**config.mk**
```make
export PLATFORM = sky130hd
export DESIGN_NAME = wbs_spi_master
export DESIGN_NICKNAME = d
export VERILOG_FILES = /design/src/rtl/wbs_spi_master.sv
export SDC_FILE = /design/constraint.sdc
export NUM_CORES = 1
export LEC_CHECK = 0
export CAP_MARGIN = 20
export CORE_AREA = 2 2 68 86
export DETAILED_ROUTE_END_ITERATION = 12
export DIE_AREA = 0 0 70 88
export GPL_ROUTABILITY_DRIVEN = 0
export PLACE_DENSITY = 0.85
export SLEW_MARGIN = 20
export SYNTH_ARGS = -nofsm -noshare
export SYNTH_HDL_FRONTEND = slang
export SYNTH_SLANG_ARGS = --single-unit
```
**constraint.sdc**
```tcl
create_clock -name wbs_clk_i -period 3.7 [get_ports wbs_clk_i]
set_input_delay 0.37 -clock wbs_clk_i [delete_from_list [all_inputs] [get_ports wbs_clk_i]]
set_output_delay 0.37 -clock wbs_clk_i [all_outputs]
set_load 0.02 [all_outputs]
```
**src/rtl/wbs_spi_master.sv**
```systemverilog
// wbs_spi_master
//   Wishbone B4 pipelined slave that runs an SPI bus as master
//   (mode 0, 8-bit frames, MSB first). Software writes DATA to launch a
//   frame, polls STATUS, reads the received byte from DATA and drives chip
//   select through CTRL.
//
//   Handshake: a request is taken on a rising edge when cyc & stb are high
//   and stall is low; stall only rises for a DATA write while a frame is in
//   flight. The ack follows one cycle later, for one cycle, with the read
//   data registered alongside it, and is withheld if cyc has dropped.
//
// Ports
//   wbs_clk_i, wbs_rst_ni : bus clock, asynchronous active-low reset
//   wbs_cyc_i, wbs_stb_i, wbs_we_i, wbs_adr_i[3:0], wbs_sel_i[3:0],
//   wbs_dat_i[31:0]       : Wishbone request (adr 0 DATA, 1 STATUS, 2 CTRL)
//   wbs_dat_o[31:0], wbs_stall_o, wbs_ack_o : Wishbone response
//   spi_sck, spi_csn, spi_sdo, spi_sdi : SPI master pins
//   dbg_state[1:0]        : current FSM state (0 idle, 1 low, 2 high)
`timescale 1ns/1ps
module wbs_spi_master #(
    parameter int WB_CLK_HZ  = 48_000_000,
    parameter int SPI_CLK_HZ = 1_000_000
) (
    input  logic        wbs_clk_i,
    input  logic        wbs_rst_ni,
    input  logic        wbs_cyc_i,
    input  logic        wbs_stb_i,
    input  logic        wbs_we_i,
    input  logic [3:0]  wbs_adr_i,
    input  logic [3:0]  wbs_sel_i,
    input  logic [31:0] wbs_dat_i,
    output logic [31:0] wbs_dat_o,
    output logic        wbs_stall_o,
    output logic        wbs_ack_o,
    output logic        spi_sck,
    output logic        spi_csn,
    output logic        spi_sdo,
    input  logic        spi_sdi,
    output logic [1:0]  dbg_state
);
    localparam int HALF  = WB_CLK_HZ / (2 * SPI_CLK_HZ);
    localparam int DIV_W = (HALF > 1) ? $clog2(HALF) : 1;
    localparam logic [DIV_W-1:0] DIV_LAST = DIV_W'(HALF - 1);

    typedef enum logic [1:0] {
        ST_IDLE = 2'd0,
        ST_LOW  = 2'd1,
        ST_HIGH = 2'd2
    } state_t;

    state_t           state;
    logic             busy;
    logic             rx_valid;
    logic             ack_q;
    logic             sdi_meta;
    logic             sdi_sync;
    logic [7:0]       tx;
    logic [7:0]       rx;
    logic [7:0]       shift_rx;
    logic [2:0]       bit_cnt;
    logic [DIV_W-1:0] div;

    logic is_data;
    logic accept;
    logic data_go;
    logic data_rd;
    logic ctrl_go;

    // Upper data bits and byte lanes 1..3 carry nothing for this slave.
    logic unused_bits;
    assign unused_bits = ^{wbs_dat_i[31:8], wbs_sel_i[3:1]};

    assign is_data     = (wbs_adr_i == 4'd0);
    assign wbs_stall_o = wbs_cyc_i & wbs_stb_i & wbs_we_i & is_data & busy;
    assign accept      = wbs_cyc_i & wbs_stb_i & ~wbs_stall_o;
    assign data_go     = accept & wbs_we_i & is_data & wbs_sel_i[0];
    assign data_rd     = accept & ~wbs_we_i & is_data;
    assign ctrl_go     = accept & wbs_we_i & (wbs_adr_i == 4'd2) & wbs_sel_i[0];

    // A master that abandons its cycle must not see a stale ack.
    assign wbs_ack_o = ack_q & wbs_cyc_i;
    assign dbg_state = state;

    always_ff @(posedge wbs_clk_i or negedge wbs_rst_ni) begin
        if (!wbs_rst_ni) begin
            sdi_meta <= 1'b0;
            sdi_sync <= 1'b0;
        end else begin
            sdi_meta <= spi_sdi;
            sdi_sync <= sdi_meta;
        end
    end

    always_ff @(posedge wbs_clk_i or negedge wbs_rst_ni) begin
        if (!wbs_rst_ni) begin
            ack_q     <= 1'b0;
            wbs_dat_o <= '0;
            spi_sck   <= 1'b0;
            spi_csn   <= 1'b1;
            spi_sdo   <= 1'b0;
            busy      <= 1'b0;
            rx_valid  <= 1'b0;
            rx        <= '0;
            tx        <= '0;
            shift_rx  <= '0;
            bit_cnt   <= '0;
            div       <= '0;
            state     <= ST_IDLE;
        end else begin
            ack_q <= accept;

            if (accept) begin
                if (wbs_we_i) begin
                    wbs_dat_o <= '0;
                end else begin
                    case (wbs_adr_i)
                        4'd0:    wbs_dat_o <= {24'b0, rx};
                        4'd1:    wbs_dat_o <= {30'b0, rx_valid, busy};
                        4'd2:    wbs_dat_o <= {31'b0, ~spi_csn};
                        default: wbs_dat_o <= '0;
                    endcase
                end
            end

            if (ctrl_go) begin
                spi_csn <= ~wbs_dat_i[0];
            end

            // A frame finishing in this same cycle sets rx_valid below and
            // overrides this clear, so the fresh byte is not lost.
            if (data_rd) begin
                rx_valid <= 1'b0;
            end

            case (state)
                ST_IDLE: begin
                    if (data_go) begin
                        tx      <= wbs_dat_i[7:0];
                        spi_sdo <= wbs_dat_i[7];
                        bit_cnt <= 3'd7;
                        div     <= '0;
                        busy    <= 1'b1;
                        state   <= ST_LOW;
                    end
                end
                ST_LOW: begin
                    if (div == DIV_LAST) begin
                        div      <= '0;
                        spi_sck  <= 1'b1;
                        shift_rx <= {shift_rx[6:0], sdi_sync};
                        state    <= ST_HIGH;
                    end else begin
                        div <= div + 1'b1;
                    end
                end
                ST_HIGH: begin
                    if (div == DIV_LAST) begin
                        div     <= '0;
                        spi_sck <= 1'b0;
                        if (bit_cnt == 3'd0) begin
                            rx       <= shift_rx;
                            rx_valid <= 1'b1;
                            busy     <= 1'b0;
                            state    <= ST_IDLE;
                        end else begin
                            tx      <= {tx[6:0], 1'b0};
                            spi_sdo <= tx[6];
                            bit_cnt <= bit_cnt - 1'b1;
                            state   <= ST_LOW;
                        end
                    end else begin
                        div <= div + 1'b1;
                    end
                end
                default: state <= ST_IDLE;
            endcase
        end
    end
endmodule

```
After elaboration in Yosys (flattened, before gate mapping)

Index checks and enable logic that the tools add are counted.

Output and inout bits: 39
Word-level logic and storage cells: 91
Bits in registers: 73

Reduce and logical (&&, ||, !) cells: 14
Bitwise gates (word level): 17
Equality and inequality tests: 10
Muxes and demuxes: 33
$add $sub $neg: 2

Operators with widths:

| kind                                                            | number |
|---|---|
| 8-bit one-hot mux with 3 select lines                           | 1 |
| 7-bit two-way mux                                               | 3 |
| 7-bit one-hot mux with 2 select lines                           | 1 |
| 1-bit bitwise AND                                               | 13 |
| 1-bit two-way mux                                               | 13 |
| 5-bit two-way mux                                               | 2 |
| 2-bit inequality test, second input constant                    | 5 |
| 5-bit one-hot mux with 2 select lines                           | 1 |
| 3-bit two-way mux                                               | 3 |
| 3-bit AND reduction                                             | 3 |
| 8-bit two-way mux                                               | 1 |
| 4-bit AND reduction                                             | 2 |
| 2-bit two-way mux                                               | 3 |
| 1-bit one-hot mux with 2 select lines                           | 3 |
| 2-bit one-hot mux with 3 select lines                           | 1 |
| 3-bit one-hot mux with 2 select lines                           | 1 |
| 2-bit nonzero test                                              | 3 |
| 5-bit by 1-bit adder with 5-bit output, second input constant   | 1 |
| 5-bit == test, second input constant                            | 1 |
| 4-bit by 1-bit == test with 1-bit output, second input constant | 1 |
| 4-bit by 2-bit == test with 1-bit output, second input constant | 1 |
| 4-bit zero test                                                 | 1 |
| 1-bit NOT                                                       | 4 |
| 2-bit AND reduction                                             | 2 |
| other kinds (6)                                                 | 6 |

Longest topological paths before layout

Gate-level depths: netlist (run 1).

Word-level depth: 12
Depth in mapped cells: 7

Worst setup path before layout (run 1)

Ideal clock, no wire load.

Kind: register -> register
Start point: reg state[0], in the netlist dbg_state[0]
End point: reg tx[5]
Cell stages (with the launch flop): 7
Buffers on the path: 2
Clock period less this slack: 2131 ps
Arrival: 2007 ps
Slack: 1569 ps
Required time: 3575 ps
Cell sequence: dfrtp_1 inv_1 ha_1 clkbuf_1 clkbuf_1 mux2_2 mux2_2

Word-level cells in the longest chain between the ends: 3

RTL lines:

| item                                                                                | line | RTL |
|---|---|---|
| from (decl)                                                                         | 51   | `state_t state;` |
| from (signal assigned)                                                              | 108  | `state <= ST_IDLE;` |
| from (signal assigned)                                                              | 143  | `state <= ST_LOW;` |
| from (signal assigned)                                                              | 151  | `state <= ST_HIGH;` |
| 2-bit == test / 2-bit zero test (equally long branches)                             | 135  | `case (state)` |
| 2-bit inequality test (no source line) / 2-bit nonzero test (equally long branches) | -    |  |
| 4-bit AND reduction (no source line)                                                | -    |  |
| to (signal assigned)                                                                | 138  | `tx <= wbs_dat_i[7:0];` |
| to (signal assigned)                                                                | 166  | `tx <= {tx[6:0], 1'b0};` |
| to (decl)                                                                           | 57   | `logic [7:0] tx;` |

Parallel ways exist; a longest one is shown, timed or not.
A chain may end at the register's enable or synchronous reset.

Worst setup path in the final report (run 1)

Start point: in wbs_adr_i[1]
End point: out wbs_stall_o

Word-level cells in the longest chain between the ends: 3

RTL lines:

| item                            | line | RTL |
|---|---|---|
| from (decl)                     | 29   | `input logic [3:0] wbs_adr_i,` |
| 4-bit zero test                 | 73   | `assign is_data = (wbs_adr_i == 4'd0);` |
| 1-bit bitwise AND (2 in series) | 74   | `assign wbs_stall_o = wbs_cyc_i & wbs_stb_i & wbs_we_i & is_data & busy;` |
| to (decl)                       | 33   | `output logic wbs_stall_o,` |

Every way passes these cells.

==> results of run 1 <==
-- per-layer routing --
metal  wire length [um]  GRT usage
met4                 77     0.0647
met5                  0          0
met3                171     0.0345
met2               2200      0.269
met1               1940      0.190
-- state kept, by name, summed over array words and instances, names as in the netlist --
name	count
rx	8
shift_rx	8
wbs_dat_o	8
tx	7
div	5
bit_cnt	3
dbg_state	2
ack_q	1
busy	1
rx_valid	1
sdi_meta	1
sdi_sync	1
spi_csn	1
spi_sck	1
spi_sdo	1
-- cells in the mapped netlist --
cell       n
dfrtp_1   48
mux2_2    34
buf_4     24
inv_1     11
nand2_1    9
a22o_1     8
mux2i_1    8
a21oi_1    7
ha_1       7
nand3_1    7
clkbuf_1   5
nor2_1     5
o21ai_0    5
nand4_1    3
nor3_1     3
a211oi_1   2
and2_1     2
nand2b_1   2
nand4b_1   2
nor2b_1    2
o211ai_1   2
o221ai_1   2
or2_2      2
a211oi_4   1
a221o_1    1
a31oi_4    1
a32oi_1    1
and3_1     1
and4_1     1
and4b_1    1
buf_2      1
conb_1     1
dfstp_2    1
nand3b_1   1
nor3b_1    1
nor4_1     1
nor4_4     1
o221a_2    1
o22ai_1    1
o31ai_1    1
-- cells by family (layout without fill, tap and decap cells) --
group / count (synthesis) / in the layout / share of synthesized area
AO/OA/AOI/OAI: 33 / 33 / 0.103
other: 1 / 24 / 0.00147
AND/OR/NAND/NOR: 44 / 44 / 0.101
flip-flops: 49 / 49 / 0.482
multiplexers: 42 / 42 / 0.182
adder cells (fa/ha/maj): 7 / 7 / 0.0344
buffers and inverters: 41 / 52 / 0.0963
-- where the power goes --
part           internal (uW)  switching (uW)
combinational            187             194
sequential               628            74.9
clock                    152             174
-- stage by stage --
stage          cell area (um^2)  worst slack, ns  power (uW)  std cells
6_report                   2930             1.11        1410        315
5_1_grt                    2930             1.01        1490        315
4_1_cts                    2930             1.11        1420        315
3_5_place_dp               2830             1.11        1090        307
3_3_place_gp               2830             1.16        1070        307
2_1_floorplan              2630             1.57         995        240
-- critical path: stages --
cell	delay [ns]
clkdlybuf4s50_1	0.50
nor4_4	0.45
nand3_1	0.16
nor2_1	0.12
clkdlybuf4s50_1	0.62
-- cell type report --
cell class | count | area (um^2)
Timing Repair Buffer | 33 | 328
Fill cell | 460 | 2400
Tap cell | 64 | 80.1
Clock inverter | 2 | 13.8
Multi-Input combinational cell | 150 | 1160
Clock buffer | 6 | 82.6
Sequential cell | 49 | 1230
Inverter | 11 | 41.3
-- cell usage in the layout, fill, tap and decap left out, drive strengths merged, types with 5 or more instances in the layout --
cell           count
clkdlybuf4s50     32
inv               11
nand3              7
nor2               5
a22o               8
mux2i              8
a21oi              7
o21ai              5
nand2              9
dfrtp             48
clkbuf             6
ha                 7
conb              24
mux2              34
-- worst min path at each step --
stage | to | depth (start not counted)
after floorplan | ack_q | 0
after global placement | sdi_sync | 0
after detailed placement | sdi_sync | 0
after CTS | rx[5] | 1
after global routing | rx[5] | 1
final | wbs_dat_o[6] | 1
==> results.txt, run 1 <==
Status -> finished clean
Share of layout cells above drive strength 1 -> 0.199
HP Class -> in2async
DR vias -> 1672
DP HPWL -> 3150 um
Yosys cell types -> 40
Post_cts resized -> 0
Clock Skew -> 0.00931 ns
# rows -> 30
Fmax -> 0.386 GHz
Initial drt markers -> 109
Overflow after GRT -> 0
RSZ-0062 raised after global routing -> no
Antenna cells -> 0
Synthesized area per cell -> 11.7 um^2
FF-to-FF path depth -> 5
P&R area growth vs syn -> 15.2%
Instance count of the mapped netlist -> 217
CP endpoint kind -> output port
Data required, critical path -> 3.33 ns
Critical path class -> in2out
Worst R2R Setup Slack -> 1.20 ns
CORE AREA -> 5330 um^2
Final-report max-slew violation count -> 0
Setup Fix Bufs, Post-CTS -> 0
Io pins -> 85
Leak -> 0.00133 uW
Pin count of the biggest net entering global routing -> 50
Headroom to the max-slew limit -> 0.479
Root Driver -> clkbuf_8
WL per Instance -> 13.9 um
PortBufs -> 33
Antenna viol nets, final -> 0
Clock tree buffer depth -> 2
Worst-Skew Late Latency -> 0.30 ns
CP Launch Point -> wbs_adr_i[1]
Finished Core Util -> 0.550
Chip Width -> 70 um
Worst Max-Slew Pin Slew -> 0.781 ns
Setup Viol. Count Final -> 0
Crit path capture -> wbs_stall_o
Die Footprint -> 6160 um^2
Sequential area share after synthesis -> 0.482
Power Dens Cells -> 481 nW/um^2
DRT Pass-1 Iters -> 5
Period minus WS final -> 2.59 ns
Gr usage total -> 0.156
Post-DR vias/cell -> 5.31
TritonCTS clock tree -> done
Initial antenna violation count -> 0
Crit Path Max Fanout -> 5
FF+latch count, synth -> 49
Clock slew at reported path FFs -> 0.09 ns
CP arrival -> 2.22 ns
Synth area leaders -> dfrtp_1 (47%), mux2_2 (15%), buf_4 (7.1%), ha_1 (3.4%), mux2i_1 (3.1%)
CTS sink cnt -> 49
Initial Utilization -> 0.478
Synth Cell Area -> 2550 um^2
Post-Route WL -> 4390 um
Maximum vdd drop -> 294 uV
Htree depth -> 2
Post-synth top area cell -> dfrtp_1
RR Startpoint -> dbg_state[0]
NumNets Final -> 303
DRC violations left -> 0
Setup TNS -> 0 ns
Final period util -> 0.700
RR Endpoint -> tx[6]
Hold WS -> 0.0666 ns
Max_cap viols -> 0
Post-synth top area share -> 0.472
First-pass GRT wire length -> 7580 um
Synth warnings -> 0
CP startpoint kind -> input port
Hold-fix buffers at CTS -> 0
Fin. Hold Viols -> 0
Number of global-route vias before repair -> 1626
Die Y -> 88 um
CTS buffer count -> 5
No activity file was read; power rests on OpenSTA's default activity.
==> inputs of run 2 (changes only) <==
--- a/config.mk
+++ b/config.mk
@@ -6,11 +6,11 @@
 export NUM_CORES = 1
 export LEC_CHECK = 0
 export CAP_MARGIN = 20
-export CORE_AREA = 2 2 68 86
+export CORE_AREA = 2 2 74 94
 export DETAILED_ROUTE_END_ITERATION = 12
-export DIE_AREA = 0 0 70 88
+export DIE_AREA = 0 0 76 96
 export GPL_ROUTABILITY_DRIVEN = 0
-export PLACE_DENSITY = 0.85
+export PLACE_DENSITY = 0.76
 export SLEW_MARGIN = 20
 export SYNTH_ARGS = -nofsm -noshare
 export SYNTH_HDL_FRONTEND = slang
==> constraint.sdc (replaced) <==
create_clock -name wbs_clk_i -period 2.1 [get_ports wbs_clk_i]
set_input_delay 0.21 -clock wbs_clk_i [delete_from_list [all_inputs] [get_ports wbs_clk_i]]
set_output_delay 0.21 -clock wbs_clk_i [all_outputs]
set_load 0.02 [all_outputs]
==> run 2 against run 1 <==
Sequential share of layout area shrank 2.2 points. Total power rose by 81%. Clock power rose by 79%. Die area grew 18%. Non-clock buffer count rose by 16. Combinational power grew 95%. Routed wire length increased by 6.2%. Via count grew 5.3%. Sequential power increased by 75%. Hold slack gained 0.28 ns. Clock skew fell by 0.0017 ns. Largest power group unchanged.
==> results.txt, run 2 (synthesis results as in run 1) <==
Post-DR vias/cell -> 4.97
Chip Width -> 76 um
Net Sw Power -> 797 uW
Critical path class -> in2out
DRT Pass-1 Iters -> 4
Setup Viol. Count Final -> 0
Clock power frac -> 0.228
Place WS -> -0.0992 ns
Biggest regs -> rx (8), shift_rx (8), wbs_dat_o (8)
Initial Utilization -> 0.398
RSZ-0062 raised after global routing -> no
Data required, critical path -> 1.89 ns
# rows -> 33
Antenna cells -> 0
Clock slew at reported path FFs -> 0.08 ns
DR vias -> 1760
Most frequent cells in the layout -> dfrtp_1 (48), mux2_2 (34), clkdlybuf4s50_1 (31)
WL per Instance -> 13.2 um
Root Driver -> clkbuf_8
Status -> finished clean
Gr usage total -> 0.141
Worst-Skew Late Latency -> 0.30 ns
Initial antenna violation count -> 0
Final period util -> 0.894
Fmax -> 0.533 GHz
Clock tree buffer depth -> 2
Pin count of the biggest net entering global routing -> 32
Worst Max-Slew Pin Slew -> 0.672 ns
Maximum vdd drop -> 536 uV
CP peak stage delay -> 0.50 ns
PortBufs -> 33
Commonest non-fill, non-tap cell in the layout -> dfrtp_1
Fin. Hold Viols -> 0
DRC violations left -> 0
Sw frac -> 0.312
Clock Skew -> 0.00758 ns
Initial drt markers -> 105
Power Dens Cells -> 825 nW/um^2
First-pass GRT wire length -> 8170 um
Crit Path Max Fanout -> 4
CP endpoint kind -> output port
DP HPWL -> 3560 um
Io pins -> 85
Share of layout cells above drive strength 1 -> 0.243
CTS sink cnt -> 49
Max_cap viols -> 0
Period minus WS final -> 1.88 ns
CP arrival -> 1.67 ns
Setup ws final -> 0.223 ns
Number of global-route vias before repair -> 1704
CP startpoint kind -> input port
HP Class -> in2reg
Fillers -> 576
NumNets Final -> 319
Headroom to the max-slew limit -> 0.552
Finished Core Util -> 0.483
Slowest cell on crit path -> clkdlybuf4s50_1
CORE AREA -> 6400 um^2
CTS buffer count -> 5
Antenna viol nets, final -> 0
Critical-path cell list -> clkdlybuf4s50_1 > nor4_4 > nand3_1 > nor2_1 > dlygate4sd2_1
Leak -> 0.00141 uW
Combinational share of power -> 0.291
Die Y -> 96 um
Register share of total power -> 0.481
Htree depth -> 2
Final-report max-slew violation count -> 0
TritonCTS clock tree -> done
P&R area growth vs syn -> 21.5%
Post-Route WL -> 4660 um
Die Footprint -> 7300 um^2
Overflow after GRT -> 0
Internal power -> 1750 uW
-- run 2: power by group through the flow --
stage               Clock [uW]  Sequential, uW  Combinational, uW
floorplan                    0            1240                512
global placement             0            1240                720
detailed placement           0            1250                745
CTS                        602            1230                750
global route               636            1250                817
finish                     581            1230                743
-- run 2: per-layer routing --
| layer | wire, um | track usage |
|---|---|---|
| met1 | 2070 | 0.173 |
| met2 | 2270 | 0.246 |
| met3 | 235 | 0.0263 |
| met4 | 85 | 0.0591 |
| met5 | 0 | 0 |
-- run 2: path summary, 6_finish.rpt --
check / startpoint / to / slack [ns] / cells past startpoint
setup reg to reg: div[0] / spi_sdo / 0.23 / 6
min in group asynchronous: wbs_rst_ni / wbs_dat_o[5] / 0.47 / 2
setup / recovery: wbs_adr_i[1] / wbs_stall_o / 0.22 / 5
hold / removal: spi_sdi / sdi_meta / 0.34 / 1
hold reg to reg: sdi_meta / sdi_sync / 0.35 / 0
max in group asynchronous: wbs_rst_ni / spi_csn / 0.94 / 3
-- run 2: worst max-delay path, delay by kind of cell --
family	cells	cell delay (ns)
simple gates	3	0.62
buf+inv	2	0.84
-- run 2: layout make-up --
type,instances,area (um^2),area share
clock buffer,6,82.6,0.0267
clock inverter,2,13.8,0.00445
inverter,11,41.3,0.0133
multi-input combinational,150,1160,0.375
sequential,49,1230,0.397
tap,87,109,0.0352
timing repair buffer,49,459,0.148
-- run 2: what timing repair did --
| item | in CTS | in global routing |
|---|---|---|
| endpoints found under the setup margin | 1 | 8 |
| hold buffers | 1 | 0 |
| resized for setup | 1 | 0 |
| setup buffers | 0 | 1 |
| endpoints found under the hold margin | 29 | 0 |
| pin swaps | 0 | 1 |
-- run 2: metrics by stage --
step | power (uW) | cells | setup TNS, ns | instance area [um^2] | hold slack (ns)
2_1_floorplan | 1750 | 240 | 0 | 2630 | -0.0856
5_1_grt | 2700 | 354 | 0 | 3090 | 0.338
3_3_place_gp | 1960 | 344 | -0.477 | 2980 | 0.277
3_5_place_dp | 1990 | 344 | -1.01 | 2980 | 0.278
4_1_cts | 2580 | 353 | 0 | 3090 | 0.334
6_report | 2550 | 354 | 0 | 3090 | 0.342
